File: src/rtl/llr_frame_buffer_if.sv
// Bus bundle for the LLR frame buffer: a symbol input stream from the soft slicer
// and a framed, flow-controlled output stream toward the RS decoder.
interface llr_frame_buffer_if #(
    parameter int LLR_RESOLUTION = 5,
    parameter int MAX_ERASURES   = 8
);
    localparam int CNT_W = $clog2(MAX_ERASURES + 1);

    logic [1:0]                symbol_in;
    logic [LLR_RESOLUTION-1:0] llr_in;
    logic                      llr_sign_in;
    logic                      symbol_in_valid;
    logic                      out_ready;

    logic [1:0]                symbol_out;
    logic                      llr_sign_out;
    logic                      erasure_out;
    logic                      out_valid;
    logic                      sof;
    logic                      eof;
    logic [CNT_W-1:0]          frame_erasures;
    logic                      overflow;
    logic [15:0]               drop_count;

    modport master (
        output symbol_in, llr_in, llr_sign_in, symbol_in_valid, out_ready,
        input  symbol_out, llr_sign_out, erasure_out, out_valid, sof, eof,
               frame_erasures, overflow, drop_count
    );

    modport slave (
        input  symbol_in, llr_in, llr_sign_in, symbol_in_valid, out_ready,
        output symbol_out, llr_sign_out, erasure_out, out_valid, sof, eof,
               frame_erasures, overflow, drop_count
    );
endinterface

File: src/rtl/llr_frame_buffer.sv
// Ping-pong frame buffer between the PAM-4 soft slicer and the RS decoder; flags
// low-reliability symbols as erasures (capped per frame) and drops input when both banks are full.
module llr_frame_buffer #(
    parameter int LLR_RESOLUTION    = 5,
    parameter int FRAME_LEN         = 32,
    parameter int ERASURE_THRESHOLD = 4,
    parameter int MAX_ERASURES      = 8
) (
    input logic clk,
    input logic rstn,
    llr_frame_buffer_if.slave bus
);
    localparam int PTR_W = $clog2(FRAME_LEN);
    localparam int CNT_W = $clog2(MAX_ERASURES + 1);
    localparam logic [PTR_W-1:0] LAST_PTR = PTR_W'(FRAME_LEN - 1);
    localparam logic [CNT_W-1:0] CNT_CAP  = CNT_W'(MAX_ERASURES);
    localparam logic [31:0]      THR      = 32'(ERASURE_THRESHOLD);

    // Entry layout: {symbol[1:0], sign, erasure}; address is {bank, ptr}.
    logic [3:0]       mem [2*FRAME_LEN];

    logic [1:0]       full;
    logic             wr_bank;
    logic             rd_bank;
    logic [PTR_W-1:0] wr_ptr;
    logic [PTR_W-1:0] rd_ptr;
    logic [CNT_W-1:0] run_cnt;
    logic [CNT_W-1:0] lat_cnt [2];
    logic             overflow;
    logic [15:0]      drop_count;

    logic             accept;
    logic             drop;
    logic             candidate;
    logic             ers_bit;
    logic             wr_last;
    logic             out_valid;
    logic             xfer;
    logic             rd_last;
    logic [3:0]       rd_word;
    logic [1:0]       full_set;
    logic [1:0]       full_clr;

    // Acceptance looks at the full flag as registered, so a bank freed by an
    // eof transfer only becomes writable on the following cycle.
    assign accept    = bus.symbol_in_valid & ~full[wr_bank];
    assign drop      = bus.symbol_in_valid &  full[wr_bank];
    assign candidate = 32'(bus.llr_in) < THR;
    assign ers_bit   = candidate && (run_cnt < CNT_CAP);
    assign wr_last   = (wr_ptr == LAST_PTR);

    assign out_valid = full[rd_bank];
    assign xfer      = out_valid & bus.out_ready;
    assign rd_last   = (rd_ptr == LAST_PTR);
    assign rd_word   = mem[{rd_bank, rd_ptr}];

    always_comb begin
        full_set = 2'b00;
        full_clr = 2'b00;
        if (accept && wr_last) full_set[wr_bank] = 1'b1;
        if (xfer && rd_last)   full_clr[rd_bank] = 1'b1;
    end

    always_ff @(posedge clk) begin
        if (accept) mem[{wr_bank, wr_ptr}] <= {bus.symbol_in, bus.llr_sign_in, ers_bit};
    end

    always_ff @(posedge clk or negedge rstn) begin
        if (!rstn) begin
            full    <= 2'b00;
            wr_bank <= 1'b0;
            wr_ptr  <= '0;
            run_cnt <= '0;
            lat_cnt[0] <= '0;
            lat_cnt[1] <= '0;
        end else begin
            full <= (full | full_set) & ~full_clr;
            if (accept) begin
                wr_ptr <= wr_ptr + 1'b1;
                if (wr_last) begin
                    lat_cnt[wr_bank] <= run_cnt + CNT_W'(ers_bit);
                    run_cnt          <= '0;
                    wr_bank          <= ~wr_bank;
                end else if (ers_bit) begin
                    run_cnt <= run_cnt + 1'b1;
                end
            end
        end
    end

    always_ff @(posedge clk or negedge rstn) begin
        if (!rstn) begin
            rd_bank <= 1'b0;
            rd_ptr  <= '0;
        end else if (xfer) begin
            rd_ptr <= rd_ptr + 1'b1;
            if (rd_last) rd_bank <= ~rd_bank;
        end
    end

    always_ff @(posedge clk or negedge rstn) begin
        if (!rstn) begin
            overflow   <= 1'b0;
            drop_count <= '0;
        end else if (drop) begin
            overflow <= 1'b1;
            if (drop_count != 16'hFFFF) drop_count <= drop_count + 1'b1;
        end
    end

    // Fields are forced to zero whenever no frame is presented, so reset blanks them at once.
    assign bus.out_valid      = out_valid;
    assign bus.symbol_out     = out_valid ? rd_word[3:2] : 2'b00;
    assign bus.llr_sign_out   = out_valid & rd_word[1];
    assign bus.erasure_out    = out_valid & rd_word[0];
    assign bus.sof            = out_valid & (rd_ptr == '0);
    assign bus.eof            = out_valid & rd_last;
    assign bus.frame_erasures = out_valid ? lat_cnt[rd_bank] : '0;
    assign bus.overflow       = overflow;
    assign bus.drop_count     = drop_count;
endmodule

File: src/flat_wrapper.sv
// flat-port wrapper written by rule: the top's interface ports become plain ports
module llr_frame_buffer_flat 
#(
    parameter int LLR_RESOLUTION    = 5,
    parameter int FRAME_LEN         = 32,
    parameter int ERASURE_THRESHOLD = 4,
    parameter int MAX_ERASURES      = 8
)
  (clk, rstn, bus_symbol_in, bus_llr_in, bus_llr_sign_in, bus_symbol_in_valid, bus_out_ready, bus_symbol_out, bus_llr_sign_out, bus_erasure_out, bus_out_valid, bus_sof, bus_eof, bus_frame_erasures, bus_overflow, bus_drop_count);
  llr_frame_buffer_if #(.LLR_RESOLUTION(LLR_RESOLUTION), .MAX_ERASURES(MAX_ERASURES)) bus_i ();
  input logic clk;
  input logic rstn;
  input wire logic [$bits(bus_i.symbol_in)-1:0] bus_symbol_in;
  input wire logic [$bits(bus_i.llr_in)-1:0] bus_llr_in;
  input wire logic [$bits(bus_i.llr_sign_in)-1:0] bus_llr_sign_in;
  input wire logic [$bits(bus_i.symbol_in_valid)-1:0] bus_symbol_in_valid;
  input wire logic [$bits(bus_i.out_ready)-1:0] bus_out_ready;
  output wire logic [$bits(bus_i.symbol_out)-1:0] bus_symbol_out;
  output wire logic [$bits(bus_i.llr_sign_out)-1:0] bus_llr_sign_out;
  output wire logic [$bits(bus_i.erasure_out)-1:0] bus_erasure_out;
  output wire logic [$bits(bus_i.out_valid)-1:0] bus_out_valid;
  output wire logic [$bits(bus_i.sof)-1:0] bus_sof;
  output wire logic [$bits(bus_i.eof)-1:0] bus_eof;
  output wire logic [$bits(bus_i.frame_erasures)-1:0] bus_frame_erasures;
  output wire logic [$bits(bus_i.overflow)-1:0] bus_overflow;
  output wire logic [$bits(bus_i.drop_count)-1:0] bus_drop_count;
  assign bus_i.symbol_in = bus_symbol_in;
  assign bus_i.llr_in = bus_llr_in;
  assign bus_i.llr_sign_in = bus_llr_sign_in;
  assign bus_i.symbol_in_valid = bus_symbol_in_valid;
  assign bus_i.out_ready = bus_out_ready;
  assign bus_symbol_out = bus_i.symbol_out;
  assign bus_llr_sign_out = bus_i.llr_sign_out;
  assign bus_erasure_out = bus_i.erasure_out;
  assign bus_out_valid = bus_i.out_valid;
  assign bus_sof = bus_i.sof;
  assign bus_eof = bus_i.eof;
  assign bus_frame_erasures = bus_i.frame_erasures;
  assign bus_overflow = bus_i.overflow;
  assign bus_drop_count = bus_i.drop_count;
  llr_frame_buffer #(.LLR_RESOLUTION(LLR_RESOLUTION), .FRAME_LEN(FRAME_LEN), .ERASURE_THRESHOLD(ERASURE_THRESHOLD), .MAX_ERASURES(MAX_ERASURES)) u_core (.clk(clk), .rstn(rstn), .bus(bus_i));
endmodule
File: config.mk
export PLATFORM = sky130hd
export DESIGN_NAME = llr_frame_buffer_flat
export DESIGN_NICKNAME = d
export VERILOG_FILES = /design/src/rtl/llr_frame_buffer_if.sv /design/src/rtl/llr_frame_buffer.sv /design/src/flat_wrapper.sv
export SDC_FILE = /design/constraint.sdc
export NUM_CORES = 1
export LEC_CHECK = 0
export BUFFER_PORTS_ARGS = -buffer_cell sky130_fd_sc_hd__buf_2
export CAP_MARGIN = 5
export CORE_MARGIN = 1
export CORE_UTILIZATION = 62
export DETAILED_ROUTE_END_ITERATION = 10
export GPL_TIMING_DRIVEN = 1
export PLACE_DENSITY = 0.88
export SYNTH_ARGS = -nofsm -noshare
export SYNTH_HDL_FRONTEND = slang
export SYNTH_SLANG_ARGS = --single-unit
File: constraint.sdc
create_clock -name clk -period 3.37 [get_ports clk]
set_input_delay 0.674 -clock clk [delete_from_list [all_inputs] [get_ports clk]]
set_output_delay 0.674 -clock clk [all_outputs]
set_load 0.01 [all_outputs]
# Word-level counts from Yosys, hierarchy flattened
# Memories as Yosys holds them, arrays and structs flattened.
# Index checks and enable logic that the tools add are counted.
# totals
reg_bits,43
latchBits,0
ram_bits,256
rom_bits,0
input_bits,12
output_inout_bits,28
word_cells,77
n_memories,1
# classes
n_addsub,5
n_mul,0
n_div,0
order_cmp,9
eq_ne,3
shifts,0
n_mux,22
bitwise,15
n_reduce_logical,12
# memory_table
memory,depth,word_bits,read_ports,rd_clocked_by_memory_dff,wr,line_no,rtl
u_core.mem,64,4,1,0,1,llr_frame_buffer.sv:20,logic [3:0] mem [2*FRAME_LEN];
# ops
operator,n
2-to-1 mux 4 bit,7
"adder 16 x 1 -> 16 bit, second input constant",1
"!= test 16 bit, second input constant",1
"adder 5 x 1 -> 5 bit, second input constant",2
"equality test 5 bit, second input constant",2
bitwise mux 8 bit,1
2-to-1 mux 1 bit,8
AND reduction 2 bit,4
bitwise AND 1 bit,7
logical AND 1 bit,6
2-to-1 mux 2 bit,3
zero test 5 bit,1
"less-than comparator 5 x 3 -> 1 bit, second input constant",1
adder 4 x 1 -> 4 bit,1
"adder 4 x 1 -> 4 bit, second input constant",1
demux 4 bit (select 1 bit),1
">= comparator 2 bit, second input constant",2
"less-than comparator 1 x 2 -> 1 bit, second input constant",2
"less-than comparator 4 bit, second input constant",1
NOT 1 -> 2 bit,2
NOT 1 bit,3
bitwise AND 2 bit,1
demux 1 bit (select 1 bit),2
">= comparator 1 bit, second input constant",2
4 further kinds,4

# Depth between registers and ports, before layout
# Gate-level depths: netlist of run 1.
# logic_depth
word_depth,8
depth_mapped,9
mapped_depth_nobuf,7

# Least setup slack after synthesis of run 1
# No wires, ideal clock.
# synth_timing
path_type,input-to-reg
from,input port bus_llr_in[3]
to,register u_core.lat_cnt[5] (netlist name)
arrival_time_ps,2808
t_required_ps,3245
path_slack_ps,437
path_stages,5
path_buffers,0
cell_sequence,or4_1 > inv_1 > ha_1 > ha_1 > mux2_2
# synth_via
elab_chain_len,4
# synth_lines
item,line_no,rtl
"start, declared",flat_wrapper.sv:14,input wire logic [$bits(bus_i.llr_in)-1:0] bus_llr_in;
less-than comparator 5 x 3 -> 1 bit,llr_frame_buffer.sv:48,assign candidate = 32'(bus.llr_in) < THR;
logical AND 1 bit,llr_frame_buffer.sv:49,assign ers_bit = candidate && (run_cnt < CNT_CAP);
via u_core.ers_bit,llr_frame_buffer.sv:35,logic ers_bit;
adder 4 x 1 -> 4 bit,llr_frame_buffer.sv:81,lat_cnt[wr_bank] <= run_cnt + CNT_W'(ers_bit);
bitwise mux 8 bit,llr_frame_buffer.sv:81,
"end signal, assigned by index",llr_frame_buffer.sv:81,
"end, declared",llr_frame_buffer.sv:28,logic [CNT_W-1:0] lat_cnt [2];
# The timed path passes the listed nets, and every way through them passes these cells.
# A chain may end at the register's enable or synchronous reset.

# Worst setup path after layout of run 1
# layout_timing
from,register u_core.rd_ptr[0]
to,output port bus_erasure_out
# layout_via
elab_chain_len,2
# layout_lines
item,line_no,rtl
"start, declared",llr_frame_buffer.sv:26,logic [PTR_W-1:0] rd_ptr;
"start signal, assigned",llr_frame_buffer.sv:96,rd_ptr <= rd_ptr + 1'b1;
memory read (64 x 4 bit),n/a,
bitwise AND 1 bit,llr_frame_buffer.sv:115,assign bus.erasure_out = out_valid & rd_word[0];
"end, declared",flat_wrapper.sv:20,output wire logic [$bits(bus_i.erasure_out)-1:0] bus_erasure_out;
# Every way passes these cells.

==> impl_results.md, run 1 <==
- Fin crit share: 1.006
- # setup viols final: 1
- CP max FO: 13
- Post-synthesis simple-gate area fraction: 0.06696
- Syn Area/Cell: 16.91 um2
- Area contributors post-synth: edfxtp_1 62%, dfrtp_1 8.7%, mux4_2 5.9%
- DIE HEIGHT: 142.9 um
- Number of synthesized flops with an enable pin: 256
- Mapped Cells: 728
- Synth unique cells: 47
- Cell with the most instances after synthesis: edfxtp_1
- Worst-Skew Late Latency: 0.56 ns
- Wire length per cell: 26.16 um
- Yosys reg bits: 299
- HPWL after DPL: 16560 um
- Die width: 142.9 um
- Rows: 51
- Startpoint Class: flop
- Core Region: 19460 um2
- Total negative slack: -0.02046 ns
- Crit Path Class: flop to primary output
- First-pass GRT wire length: 41060 um
- Port-buffer cells: 37
- Initial drt markers: 798
- CTS tree: yes
- Critical Path End Type: primary output
- CTS Root Cell: clkbuf_16
- Post-synthesis async set-or-reset flop share: 0.1438
- Via Count: 7198
- Synth Area in Adders: 0.009145
- Pre-CTS WS: 0.1803 ns
- Top-area cell type share of the netlist area: 0.6243
- Yosys synthesis warning count: 0
- Status: complete, but fails checks
- Vias in the first global route: 7066
- Overflow after GRT: 0
- Final hold vios: 0
- P&R area growth vs syn: 12.86%
- F_max: 294.9 MHz
- Drt pass-1 iters: 6
- Non-Filler Instances: 1074
- DRC: 0
- Rel. slew slack: 0.1806
- CTS buffer count: 28
- Worst-path clk slew: 0.06 ns
- Top_reg_cell synth: edfxtp_1
- Htree depth: 1
- CP Data Required Time: 2.70 ns
- Syn_nets: 749
- Post-CTS Hold Buffers: 0
- Post-synthesis sequential area ratio: 0.7117
- Compound-Gate Fraction of Synth Area: 0.03882
- Total of max-cap violations: 0
- Largest family of logic cells by synthesized area: multiplexers
- Final nets: 811
- Slew Limit Fails: 0
- Synth top cells by count: 256 x edfxtp_1, 78 x nor2_1, 43 x dfrtp_1
- Tightest Pin Transition: 1.229 ns
- Multiplexer area fraction after synthesis: 0.1380
- GPL Wtd Cong: 0.8546
- Layout cell share with drive strength beyond 1: 0.2460
- Global-route usage over all layers: 0.2770
- Initial antenna violation count: 0
- Ports: 40
- Post-route cell area: 13900 um2
- RSZ-0062 raised after global routing: true
- FILL cells: 1102
- Clock skew: 0.02704 ns
- CTS max path bufs: 3
- Worst hold path class: primary input to asynchronous set/reset pin
- Post-Synth XOR/XNOR Area: 0.01707
- PD cells: 753.9 nW/um2
- Post-DP Area: 12790 um2
- Synth area leader: edfxtp_1
- Routed vias/inst: 6.702
- WL final: 28100 um
- Final Critical Period: 3.390 ns
- Largest net degree at the start of global routing: 65
- Starting density of the core: 0.6327
- Routed Antenna Nets: 0
- Antenna diodes: 0
- Violated checks: setup timing
- Cells after DPL: 1014
- Die Footprint: 20430 um2
- Lkg Pwr: 4.878 nW
- Critical Path AT: 2.72 ns
- Clk sink count: 299
- Maximum VDD drop: 490.2 uV
- Post-Syn Area: 12310 um2
- Worst Setup Slack, final: -0.02046 ns
[cells in the final DEF, fill, tap and decap left out, types with 5 or more instances in the layout]
master     instances
edfxtp_1         256
mux2i_1           37
xnor2_1           18
a22oi_1            9
clkinv_1           6
dfrtp_1           41
mux4_2            38
a211oi_2           7
nand3_1           20
xor2_1             6
a21oi_1           13
mux2_2            22
clkinv_2           5
o21ai_0            9
buf_4             27
nand3b_1           6
and3_1             7
ha_1               9
o22ai_1            8
nand2_1           35
nand4_1            5
mux4_1             6
nor2_1            77
clkbuf_16         28
and2_1             6
buf_2             37
[cells by family (layout without fill, tap and decap cells)]
kind of cell / after synthesis / in the layout
compound gates: 70 / 70
flops: 299 / 299
buf+inv: 42 / 123
fa+ha+maj: 9 / 9
simple gates: 177 / 177
mux: 107 / 107
xor+xnor: 24 / 24
[metal layers]
metal | share of wire | GRT usage | routed length (um)
met1 | 0.35 | 0.3570 | 9916
met2 | 0.50 | 0.4519 | 14010
met3 | 0.099 | 0.05701 | 2793
met4 | 0.049 | 0.1387 | 1384
met5 | 0 | 0 | 0
[sequential cells by signal, indices dropped and copies added, names as in the netlist]
name,flops
u_core.mem,256
u_core.full,2
u_core.lat_cnt,8
u_core.wr_ptr,5
u_core.bus.overflow,1
u_core.bus.drop_count,16
u_core.rd_ptr,5
u_core.rd_bank,1
u_core.wr_bank,1
u_core.run_cnt,4
[critical path: stages, from the launching register on]
cell	delay, ns
dfrtp_4	0.51
buf_12	0.19
buf_4	0.22
mux2i_1	0.24
o221ai_1	0.17
a21oi_1	0.37
a221oi_2	0.14
a21o_1	0.19
buf_2	0.14
[final timing paths]
check	end	slack, ns	startpoint	depth (start not counted)
min in group clk	u_core.bus.overflow$_DFFE_PN0P_	0.47	u_core.bus.overflow$_DFFE_PN0P_	1
min	u_core.lat_cnt[5]$_DFFE_PN0P_	0.27	rstn	1
min reg2reg	u_core.bus.overflow$_DFFE_PN0P_	0.47	u_core.bus.overflow$_DFFE_PN0P_	1
max reg2reg	u_core.mem[8][3]$_DFFE_PP_	0.70	u_core.wr_bank$_DFFE_PN0N_	5
max in group asynchronous	u_core.rd_ptr[1]$_DFFE_PN0N_	2.38	rstn	1
max	bus_erasure_out	-0.02	u_core.rd_ptr[0]$_DFFE_PN0N_	8
[power by group]
group	internal (mW)	leakage, nW	switching, mW
combinational	1.32	1.58	1.61
clock	1.75	0.433	1.32
sequential	4.25	2.87	0.223
total	7.32	4.88	3.15
[timing repair]
item                       4_1_cts  5_1_grt
setup buffers                    5        6
gates resized for setup         17       16
setup endpoints to repair        4        4
pin swaps                        3        8
[cell type report]
cell class / count / area, um2 / share of cell area
clock buffers: 30 / 708.2 / 0.05096
clock inverters: 19 / 185.2 / 0.01332
inverters: 4 / 15.01 / 0.001080
multi-input cells: 387 / 3401 / 0.2447
flip-flops and latches: 299 / 8771 / 0.6311
well taps: 265 / 331.6 / 0.02386
repair buffers: 70 / 485.5 / 0.03493
[stage by stage]
step,power [mW],util,hold WS [ns]
floorplan,6.316,-,0.3784
global placement,6.875,0.6572,0.4478
detailed placement,7.020,0.6572,0.4470
CTS,10.25,0.7097,0.2911
global route,10.78,0.7140,0.3485
finish,10.48,0.7140,0.2741
Note: power is estimated with default switching activity, not from simulation.
==> run 2, diff against run 1 <==
--- a/config.mk
+++ b/config.mk
@@ -12,6 +12,7 @@
 export DETAILED_ROUTE_END_ITERATION = 10
 export GPL_TIMING_DRIVEN = 1
 export PLACE_DENSITY = 0.88
+export SETUP_SLACK_MARGIN = 0.3
 export SYNTH_ARGS = -nofsm -noshare
 export SYNTH_HDL_FRONTEND = slang
 export SYNTH_SLANG_ARGS = --single-unit
==> run 2 against run 1 <==
Compared with the run above:
- the flow now finishes without violations
- setup slack gained 0.034 ns
- first-iteration DRC count shrank 5.3%
- core utilization shrank 0.12 points
- sequential share of layout area grew 0.12 points
==> impl_results.md, run 2 (synthesized netlist as in run 1, its figures left out) <==
- Drt pass-1 iters: 5
- Ports: 40
- Post-route cell area: 13870 um2
- Biggest register: u_core.mem
- Non-Filler Instances: 1071
- Total of max-cap violations: 0
- Die width: 142.9 um
- Top Registers: u_core.mem: 256 flops, u_core.bus.drop_count: 16 flops, u_core.lat_cnt: 8 flops
- P&R area growth vs syn: 12.67%
- DRC: 0
- Initial drt markers: 756
- Clock skew: 0.02747 ns
- PD cells: 752.4 nW/um2
- Worst-Skew Late Latency: 0.56 ns
- GPL Wtd Cong: 0.8546
- Layout cell share with drive strength beyond 1: 0.2457
- CTS buffer count: 28
- FILL cells: 1107
- HPWL after DPL: 16560 um
- CP Data Required Time: 2.70 ns
- Die Footprint: 20430 um2
- Lkg Pwr: 4.857 nW
- Fin crit share: 0.9961
- Pwr Total: 10.44 mW
- Antenna diodes: 0
- Critical Path End Type: primary output
- Post-CTS Hold Buffers: 0
- Rel. slew slack: 0.1800
- Core Region: 19460 um2
- Overflow after GRT: 0
- Port-buffer cells: 37
- Highest-count cells in the layout ignoring fill and taps: 256 x edfxtp_1, 77 x nor2_1, 40 x mux4_2, 40 x dfrtp_1
- Initial antenna violation count: 0
- Via Count: 7091
- Starting density of the core: 0.6327
- Critical Path AT: 2.68 ns
- Vias in the first global route: 7116
- CTS Root Cell: clkbuf_16
- Largest net degree at the start of global routing: 65
- RSZ-0062 raised after global routing: true
- First-pass GRT wire length: 41980 um
- # setup viols final: 0
- Maximum VDD drop: 501.1 uV
- Post-DP Area: 12790 um2
- Min Hold Slack: 0.2703 ns
- Cells after DPL: 1014
- DIE HEIGHT: 142.9 um
- Routed vias/inst: 6.621
- Routed Antenna Nets: 0
- Startpoint Class: flop
- Commonest non-fill, non-tap cell in the layout: edfxtp_1
- F_max: 297.9 MHz
- Wire length per cell: 25.89 um
- Clk sink count: 299
- Final nets: 808
- Worst hold path class: primary input to asynchronous set/reset pin
- Tightest Pin Transition: 1.230 ns
- Max reg flops: 256
- Status: completed
- CTS max path bufs: 3
- CTS tree: yes
- CP max FO: 6
- Final Critical Period: 3.357 ns
- Slew Limit Fails: 0
- Global-route usage over all layers: 0.2838
- Final hold vios: 0
- Rows: 51
- Crit Path Class: flop to primary output
- Htree depth: 1
- WL final: 27730 um
- Worst-path clk slew: 0.06 ns
-- run 2: repair_timing --
item / in CTS / in global routing
pin swaps: 8 / 3
buffers inserted: 6 / 2
gates resized for setup: 31 / 4
endpoints found under the setup margin: 6 / 6
gates cloned: 0 / 0
-- run 2: final timing paths --
path	from	end	slack, ns	cells after the start
min in group clk	u_core.bus.overflow$_DFFE_PN0P_	u_core.bus.overflow$_DFFE_PN0P_	0.47	1
worst max register to register	u_core.wr_bank$_DFFE_PN0N_	u_core.mem[8][1]$_DFFE_PP_	0.68	5
worst max-delay path	u_core.rd_ptr[0]$_DFFE_PN0N_	bus_erasure_out	0.01	7
worst min register to register	u_core.bus.overflow$_DFFE_PN0P_	u_core.bus.overflow$_DFFE_PN0P_	0.47	1
max in group asynchronous	rstn	u_core.rd_ptr[1]$_DFFE_PN0N_	2.39	1
worst min-delay path	rstn	u_core.lat_cnt[5]$_DFFE_PN0P_	0.27	1
-- run 2: layer usage --
metal,GRT usage,wire length (um),vias to the layer above
met4,0.1166,1101,0
met5,0,0,-
met1,0.3789,9968,3536
met2,0.4757,14060,505
met3,0.03890,2603,93
li1,-,-,2957
-- run 2: report_power, final --
| part | switching, mW | internal (mW) | leakage [nW] | total (mW) |
|---|---|---|---|---|
| Combinational | 1.57 | 1.31 | 1.56 | 2.89 |
| Sequential | 0.228 | 4.25 | 2.87 | 4.48 |
| Clock | 1.32 | 1.75 | 0.433 | 3.07 |
| Total | 3.12 | 7.31 | 4.86 | 10.4 |
-- run 2: area by class of cell --
cell class,instances,area [um2],share of cell area
clock buffers,30,708.2,0.05105
clock inverters,19,185.2,0.01335
inverters,4,15.01,0.001082
multi-input cells,387,3386,0.2440
flip-flops and latches,299,8772,0.6323
well taps,265,331.6,0.02390
repair buffers,67,475.5,0.03427
-- run 2: stage by stage --
step / setup slack, ns / setup TNS (ns) / utilization
final: 0.01324 / 0 / 0.7128
after floorplan: 0.4371 / 0 / -
after global placement: 0.2876 / 0 / 0.6572
after detailed placement: 0.1803 / 0 / 0.6572
after global routing: -0.04402 / -0.06667 / 0.7128
after CTS: 0.02971 / 0 / 0.7122
-- run 2: critical path, cell delays in order (launching register included) --
cell     delay, ns
dfrtp_4       0.51
buf_12        0.15
mux4_2        0.53
mux2_4        0.29
a22oi_2       0.18
nand3_1       0.12
a21o_1        0.23
buf_2         0.14
==> run 3, diff against run 2 <==
--- a/config.mk
+++ b/config.mk
@@ -7,6 +7,7 @@
 export LEC_CHECK = 0
 export BUFFER_PORTS_ARGS = -buffer_cell sky130_fd_sc_hd__buf_2
 export CAP_MARGIN = 5
+export CORE_ASPECT_RATIO = 0.7
 export CORE_MARGIN = 1
 export CORE_UTILIZATION = 62
 export DETAILED_ROUTE_END_ITERATION = 10
==> run 3 against run 2 <==
Compared with the run above:
- the run now ends with setup timing left
- clock skew shrank 0.0056 ns
- non-clock buffer count fell by 1
- register-to-register slack worse by 0.21 ns
- hold slack better by 0.017 ns
- count of clock-buffer cells in the layout up 5
- wire length shrank 2.7%
- clock power about the same
- sequential power about the same
- power rose by 0.15%
- via count shrank 2.1%
- first-iteration DRC count down 2.2%
- critical path type unchanged
==> impl_results.md, run 3 (synthesized netlist as in run 1, its figures left out) <==
- CTS buffer count: 27
- Top Registers: u_core.mem: 256 flops, u_core.bus.drop_count: 16 flops, u_core.lat_cnt: 8 flops
- Rows: 42
- Startpoint Class: flop
- Layout cell share with drive strength beyond 1: 0.2419
- CP max stage delay: 0.54 ns
- Final core area utilization: 0.7246
- DIE HEIGHT: 119.9 um
- Ports: 40
- Final Critical Period: 3.393 ns
- Worst-path cell chain: buf_12, buf_12, buf_16, mux4_2, a211oi_2, a221oi_2, a21o_1, buf_2
- CP Data Required Time: 2.70 ns
- Maximum VDD drop: 578.9 uV
- Total of max-cap violations: 0
- Rel. slew slack: 0.1914
- RR Startpoint: u_core.wr_bank$_DFFE_PN0N_
- Clk sink count: 299
- Worst-path clk slew: 0.07 ns
- Wire length per cell: 25.21 um
- Commonest non-fill, non-tap cell in the layout: edfxtp_1
- Initial drt markers: 739
- Crit Path Class: flop to primary output
- Worst-Skew Late Latency: 0.54 ns
- CTS max path bufs: 3
- Worst hold path class: primary input to asynchronous set/reset pin
- Core Region: 19180 um2
- RSZ-0062 raised after global routing: true
- CTS Root Cell: clkbuf_16
- Die width: 170.4 um
- Port-buffer cells: 37
- Via Count: 6939
- Starting density of the core: 0.6419
- Htree depth: 1
- GPL Wtd Cong: 0.8600
- Worst Setup Slack, final: -0.02291 ns
- Slew Limit Fails: 0
- Pwr Total: 10.45 mW
- Critical Path End Type: primary output
- Slowest-stage cell, CP: dfrtp_4
- Tightest Pin Transition: 1.213 ns
- Drt pass-1 iters: 7
- Routed vias/inst: 6.485
- DRC: 0
- Antenna diodes: 0
- Final hold vios: 0
- F_max: 294.7 MHz
- Clock skew: 0.02187 ns
- Biggest register: u_core.mem
- Vias in the first global route: 6924
- Die Footprint: 20440 um2
- WL final: 26970 um
- Global-route usage over all layers: 0.2776
- Status: complete, but fails checks
- Fin crit share: 1.007
- CTS tree: yes
- Most frequent CP cell: buf_12
- P&R area growth vs syn: 12.87%
- FILL cells: 1088
- Max reg flops: 256
- # setup viols final: 4
- PD cells: 752.2 nW/um2
- CP max FO: 6
- Lkg Pwr: 4.875 nW
- Largest net degree at the start of global routing: 65
- Worst reg2reg endpoint: u_core.mem[60][1]$_DFFE_PP_
- Final nets: 806
- Highest-count cells in the layout ignoring fill and taps: 256 x edfxtp_1, 77 x nor2_1, 42 x mux4_2
- Critical Path AT: 2.72 ns
- First-pass GRT wire length: 40920 um
- Routed Antenna Nets: 0
- FF-to-FF setup slack: 0.47 ns
- Overflow after GRT: 0
- Initial antenna violation count: 0
- HPWL after DPL: 16360 um
- Worst Reg-to-Reg Cells: 5
- Violated checks: setup timing
## run 3: final cells by class
| type | count | area [um2] | area share |
|---|---|---|---|
| sequential | 299 | 8771 | 0.6311 |
| multi-input combinational | 387 | 3388 | 0.2438 |
| clock buffer | 35 | 725.7 | 0.05221 |
| timing repair buffer | 66 | 516.7 | 0.03718 |
| tap | 264 | 330.3 | 0.02377 |
| clock inverter | 15 | 151.4 | 0.01089 |
| inverter | 4 | 15.01 | 0.001080 |
## run 3: routing by layer
| metal | part of all wire | global-route usage |
|---|---|---|
| met1 | 0.40 | 0.3946 |
| met2 | 0.48 | 0.4434 |
| met3 | 0.096 | 0.05970 |
| met4 | 0.025 | 0.07320 |
| met5 | 0 | 0 |
## run 3: worst max-delay path by stage
stage	startpoint	endpoint	slack [ns]
floorplan	bus_llr_in[3]	u_core.lat_cnt[5]$_DFFE_PN0P_	0.44
global placement	u_core.rd_ptr[1]$_DFFE_PN0N_	bus_symbol_out[0]	0.30
detailed placement	u_core.rd_ptr[0]$_DFFE_PN0N_	bus_symbol_out[1]	0.23
CTS	u_core.rd_ptr[0]$_DFFE_PN0N_	bus_llr_sign_out	0.02
global route	u_core.rd_ptr[0]$_DFFE_PN0N_	bus_symbol_out[1]	-0.08
finish	u_core.rd_ptr[0]$_DFFE_PN0N_	bus_llr_sign_out	-0.02
## run 3: power by group
| part | leakage [nW] | internal (mW) | switching (mW) |
|---|---|---|---|
| Combinational | 1.58 | 1.37 | 1.57 |
| Clock | 0.429 | 1.75 | 1.29 |
| Sequential | 2.87 | 4.25 | 0.229 |
## run 3: metrics by stage
stage / std cells / setup TNS [ns] / hold WS [ns] / setup slack (ns) / cell area, um2
2_1_floorplan: 728 / 0 / 0.3784 / 0.4371 / 12310
3_3_place_gp: 1010 / 0 / 0.4494 / 0.2972 / 12790
3_5_place_dp: 1010 / 0 / 0.4753 / 0.2344 / 12790
4_1_cts: 1068 / 0 / 0.3013 / 0.02354 / 13860
5_1_grt: 1070 / -0.2446 / 0.3486 / -0.08299 / 13900
6_report: 1070 / -0.05126 / 0.2869 / -0.02291 / 13900
## run 3: timing repair
item                       CTS  global route
setup endpoints to repair    6             9
gates resized for setup     31             7
cloned                       1             0
pin swaps                   10             6
buffers inserted             7             2
hold buffers                 0             0
## run 3: critical path, delay by kind of cell, from the launching register on
kind | cells | cell delay [ns]
flip-flops | 1 | 0.54
buffers and inverters | 4 | 0.55
multiplexers | 1 | 0.49
AO/OA/AOI/OAI | 3 | 0.59
